## config.mk

```make
export PLATFORM = sky130hd
export DESIGN_NAME = lsu_mem_if
export DESIGN_NICKNAME = d
export VERILOG_FILES = /design/src/rtl/lsu_mem_if.sv
export SDC_FILE = /design/constraint.sdc
export NUM_CORES = 1
export LEC_CHECK = 0
export BUFFER_PORTS_ARGS = -buffer_cell sky130_fd_sc_hd__buf_2
export CAP_MARGIN = 40
export CORE_ASPECT_RATIO = 1.4
export CORE_UTILIZATION = 50
export DETAILED_ROUTE_END_ITERATION = 10
export PLACE_DENSITY = 0.77
export SLEW_MARGIN = 20
export SYNTH_ARGS = -nofsm -noshare
export SYNTH_HDL_FRONTEND = slang
export SYNTH_SLANG_ARGS = --single-unit
export TNS_END_PERCENT = 1
```

## constraint.sdc

```tcl
create_clock -name clk -period 2.46 [get_ports clk]
set_clock_uncertainty 0.05 [all_clocks]
set_input_delay 0.492 -clock clk [delete_from_list [all_inputs] [get_ports clk]]
set_output_delay 0.492 -clock clk [all_outputs]
set_load 0.02 [all_outputs]
```

## src/rtl/lsu_mem_if.sv

```systemverilog
// lsu_mem_if: load/store unit bridging EX to a word-aligned data bus with
// byte enables, load formatting, misalignment rejection and bus timeout.
module lsu_mem_if #(
  parameter int TIMEOUT_CYC = 256,
  parameter int CNT_W = 16
) (
  input  logic        clk,
  input  logic        rst_n,
  input  logic        req_valid,
  input  logic        MemRW,
  input  logic [1:0]  MemSize,
  input  logic        MemUnsigned,
  input  logic [31:0] addr,
  input  logic [31:0] wdata,
  output logic        stall,
  output logic        done,
  output logic [31:0] rdata,
  output logic        misalign,
  output logic        fault,
  output logic        dmem_req,
  output logic        dmem_we,
  output logic [31:0] dmem_addr,
  output logic [31:0] dmem_wdata,
  output logic [3:0]  dmem_be,
  input  logic        dmem_gnt,
  input  logic        dmem_rvalid,
  input  logic [31:0] dmem_rdata
);
  typedef enum logic [1:0] {IDLE, REQ, WAIT, DONE} state_t;
  state_t state, nxt;
  logic [CNT_W-1:0] cnt;
  logic we_r, uns_r, mis_r, flt_r;
  logic [1:0] size_r, off_r;
  logic mis, tmo, fin, busy;
  logic [31:0] sh, fmt, st_wd;
  logic [3:0] st_be;
  assign mis = (MemSize == 2'b11) | (MemSize == 2'b01 & addr[0]) | (MemSize == 2'b10 & |addr[1:0]);
  assign busy = state == REQ || state == WAIT;
  assign tmo = cnt == CNT_W'(TIMEOUT_CYC - 1);
  // a response counts in REQ only when it arrives together with the grant
  assign fin = dmem_rvalid & (state == WAIT | (state == REQ & dmem_gnt));
  assign sh = dmem_rdata >> {off_r, 3'b000};
  assign fmt = size_r == 2'b00 ? {{24{~uns_r & sh[7]}}, sh[7:0]} :
               size_r == 2'b01 ? {{16{~uns_r & sh[15]}}, sh[15:0]} : sh;
  assign st_wd = MemSize == 2'b00 ? {4{wdata[7:0]}} :
                 MemSize == 2'b01 ? {2{wdata[15:0]}} : wdata;
  assign st_be = !MemRW ? 4'hf :
                 MemSize == 2'b00 ? 4'b0001 << addr[1:0] :
                 MemSize == 2'b01 ? (addr[1] ? 4'b1100 : 4'b0011) : 4'hf;
  always_comb begin
    nxt = state;
    case (state)
      IDLE: nxt = req_valid ? (mis ? DONE : REQ) : IDLE;
      REQ:  nxt = (fin || tmo) ? DONE : dmem_gnt ? WAIT : REQ;
      WAIT: nxt = (fin || tmo) ? DONE : WAIT;
      default: nxt = IDLE;
    endcase
  end
  always_ff @(posedge clk or negedge rst_n) begin
    if (!rst_n) begin
      state <= IDLE;
      cnt <= '0;
      we_r <= 1'b0;
      uns_r <= 1'b0;
      size_r <= 2'b00;
      off_r <= 2'b00;
      mis_r <= 1'b0;
      flt_r <= 1'b0;
      rdata <= '0;
      dmem_addr <= '0;
      dmem_wdata <= '0;
      dmem_be <= '0;
    end else begin
      state <= nxt;
      cnt <= busy ? cnt + 1'b1 : '0;
      mis_r <= state == IDLE && req_valid && mis;
      flt_r <= busy && tmo && !fin;
      if (state == IDLE && req_valid) begin
        we_r <= MemRW;
        uns_r <= MemUnsigned;
        size_r <= MemSize;
        off_r <= addr[1:0];
        dmem_addr <= {addr[31:2], 2'b00};
        dmem_wdata <= st_wd;
        dmem_be <= st_be;
      end
      if (fin && !we_r) rdata <= fmt;
    end
  end
  assign dmem_req = state == REQ;
  assign dmem_we = dmem_req & we_r;
  assign done = state == DONE;
  assign stall = (state == IDLE & req_valid) | busy;
  assign misalign = mis_r;
  assign fault = flt_r;
endmodule

```

==> metrics.txt <==
outcome=completed; critical path arrival=1680 ps; Crit path depth=4; largest family of logic cells by synthesized area=simple AND/OR/NAND/NOR gates; Simple-Gate Fraction of Synth Area=0.2012; Buffers & Inverters on Critical Path=2; Max Clk Rate=0.4498 GHz; Max clock buf depth=2; Critical Path, Cell by Cell=inv_1 > ha_2 > nand2b_1 > buf_2; post-synthesis xor/xnor area fraction=0.01490; cts hold-fix bufs=0; Setup Buffers After CTS=0; DP HPWL=11690 um; Row Count=46; Vias=5188; first-pass GRT wire length=24780 um; Port Buffers=208; worst setup path end=stall; area grow syn2layout=30.79%; most common library cell in the layout ignoring fill and taps=buf_2; CTS buffer count=17; pwr/cell area=1366 nW/um^2; CP endpoint kind=output port; syn_area_per_cell=9.571 sq um; final setup TNS=0 ps; clk root buf=clkbuf_16; 1st-pass router iterations=4; layout net count=927; initial antenna violation count=0; CP top delay family=adder cells; period utilisation layout=0.9038; Max Slew Vio Count=0; area of the multi-input gates=2572 sq um; multiplexer share of the synthesized area=0.1033; CTS H-tree depth=4; Setup CP Type=flip-flop to output port; crit path launch=state[0]$_DFF_PN0_; crit start category=flip-flop; count of final setup violators=0; sequential fraction of the synthesis area=0.5280; vias in the first global route=5187; total gr overflow=0; drt drc=0; worst vdd ir=685.6 uV; Min-Delay Path Class=input pin to asynchronous set/reset pin; CTS tree=done; Die Span Y=130.3 um; Filler Cell Count=954; Final min period=2223 ps; DRT Wirelength=15740 um; Via density=5.326; largest net degree at the start of global routing=92; max_cap viols=0; Slew @ Worst Pin=619.9 ps; post-route ant nets=0; die area=12200 sq um; FF+latch area=3103 sq um; Crit Reg-Reg Endpoint=rdata[22]$_DFFE_PN0P_; slowest cell on the critical path=ha_2; Synth Area in Adders=0.01065; YS warnings=0; Largest stage delay, worst path=490 ps; clk_lat worst skew=410 ps; Synth Cell Area=5877 sq um; Total GRT Usage=0.2676; final hold slack=19.79 ps; Leakage=0.003936 uW; post-synthesis compound-gate area fraction=0.1054; Die Width=93.63 um; Sink Count=124; most frequent cells in the layout=buf_2 (207), nand2_1 (181), dfrtp_1 (124); 1st-iter DRT viols=223; synthesized instance count=614; Synth Flop Type=dfrtp_1; Top Ports=211; Clk pin slew, worst setup/hold paths=60 ps; antenna cells=0; RSZ-0062 raised after global routing=no; Rel. slew slack=0.5867; Max FO, Critical Path=19; Post-synth EDFFs=0; R2R depth=7; Hold Vio Cnt, Final=0; FF-to-FF setup slack=460 ps; Core ar.=11400 sq um; GPL Wtd Cong=0.8566; CTS resizes=0; flops & latches, synth=124; Avg WL per Cell=16.16 um; reg-to-reg startpoint=state[1]$_DFF_PN0_; worst path required time=1920 ps; Yosys cell types=47; Initial Util=0.5157; Post-synth ARST share=1.000; share of post-route cells with drive strength above 1=0.3410
flip-flops by register name, summed over array words and instances, names as in the netlist:
register / cells
dmem_wdata: 32
size_r: 2
uns_r: 1
misalign: 1
we_r: 1
rdata: 32
off_r: 2
dmem_be: 4
fault: 1
cnt: 16
dmem_addr: 30
state: 2
Yosys cell counts, types with 3 or more instances:
cell type / count / area (sq um)
nand2_1: 182 / 683.2
xnor2_1: 8 / 70.07
o21ai_0: 34 / 170.2
nand2b_1: 4 / 25.02
mux2i_1: 37 / 370.4
buf_6: 3 / 33.78
inv_1: 6 / 22.52
and2_1: 15 / 93.84
nand4_1: 3 / 18.77
a21oi_1: 27 / 135.1
and4_1: 3 / 26.28
dfrtp_1: 124 / 3103
nor2b_1: 8 / 50.05
buf_4: 3 / 22.52
buf_2: 10 / 50.05
a211oi_1: 9 / 67.56
nor3_1: 5 / 25.02
nor2_1: 35 / 131.4
clkbuf_1: 19 / 71.32
mux2_2: 19 / 214.0
a22oi_1: 5 / 37.54
ha_1: 5 / 62.56
or3_1: 5 / 31.28
o22a_1: 8 / 70.07
nand3_1: 6 / 30.03
cell families after synthesis:
kind of cell | count (synthesis)
flops | 124
other cells | 1
xor+xnor | 10
fa+ha+maj | 5
buf+inv | 44
compound gates | 97
mux | 57
simple gates | 276
layer usage:
| metal | routed length (um) | share of wire | vias to the layer above | global-route usage |
|---|---|---|---|---|
| met1 | 6101 | 0.39 | 2487 | 0.3030 |
| li1 | - | - | 2468 | - |
| met4 | 367 | 0.023 | 0 | 0.1104 |
| met3 | 1117 | 0.071 | 29 | 0.07692 |
| met2 | 8149 | 0.52 | 204 | 0.4723 |
| met5 | 0 | 0 | - | 0 |
power by group:
group          leakage, uW  switching (uW)  internal [uW]  total, uW
clock             0.000306             930           1720       2650
sequential         0.00153             532           2910       3440
combinational      0.00210            2800           1600       4400
total              0.00394            4270           6230      10500
final cells by class:
cell class                 count  share of cell area
timing repair buffer         220              0.1524
clock buffer                  18             0.05714
sequential                   124              0.4037
tap                          144             0.02344
clock inverter                14             0.02523
multi-input combinational    447              0.3347
inverter                       7            0.003419
worst min path at each step:
stage / startpoint / to / slack (ps) / cells after the start
final: rst_n / cnt[11]$_DFF_PN0_ / 20 / 1
after global routing: rst_n / rdata[4]$_DFFE_PN0P_ / 50 / 1
after CTS: rst_n / rdata[4]$_DFFE_PN0P_ / 30 / 1
after detailed placement: cnt[0]$_DFF_PN0_ / cnt[0]$_DFF_PN0_ / 400 / 1
after global placement: cnt[0]$_DFF_PN0_ / cnt[0]$_DFF_PN0_ / 390 / 1
after floorplan: rst_n / cnt[0]$_DFF_PN0_ / 150 / 0
stage by stage:
step | std cells | worst slack, ps | total power [uW] | instance area (sq um) | util
2_1_floorplan | 615 | 499.4 | 6338 | 5881 | -
6_report | 974 | 236.6 | 10500 | 7686 | 0.6745
3_3_place_gp | 942 | 537.8 | 7723 | 7051 | 0.6187
3_5_place_dp | 942 | 448.0 | 7889 | 7051 | 0.6187
5_1_grt | 974 | 130.2 | 11160 | 7686 | 0.6745
4_1_cts | 974 | 107.8 | 10590 | 7684 | 0.6742
No activity file was read; power rests on OpenSTA's default activity.
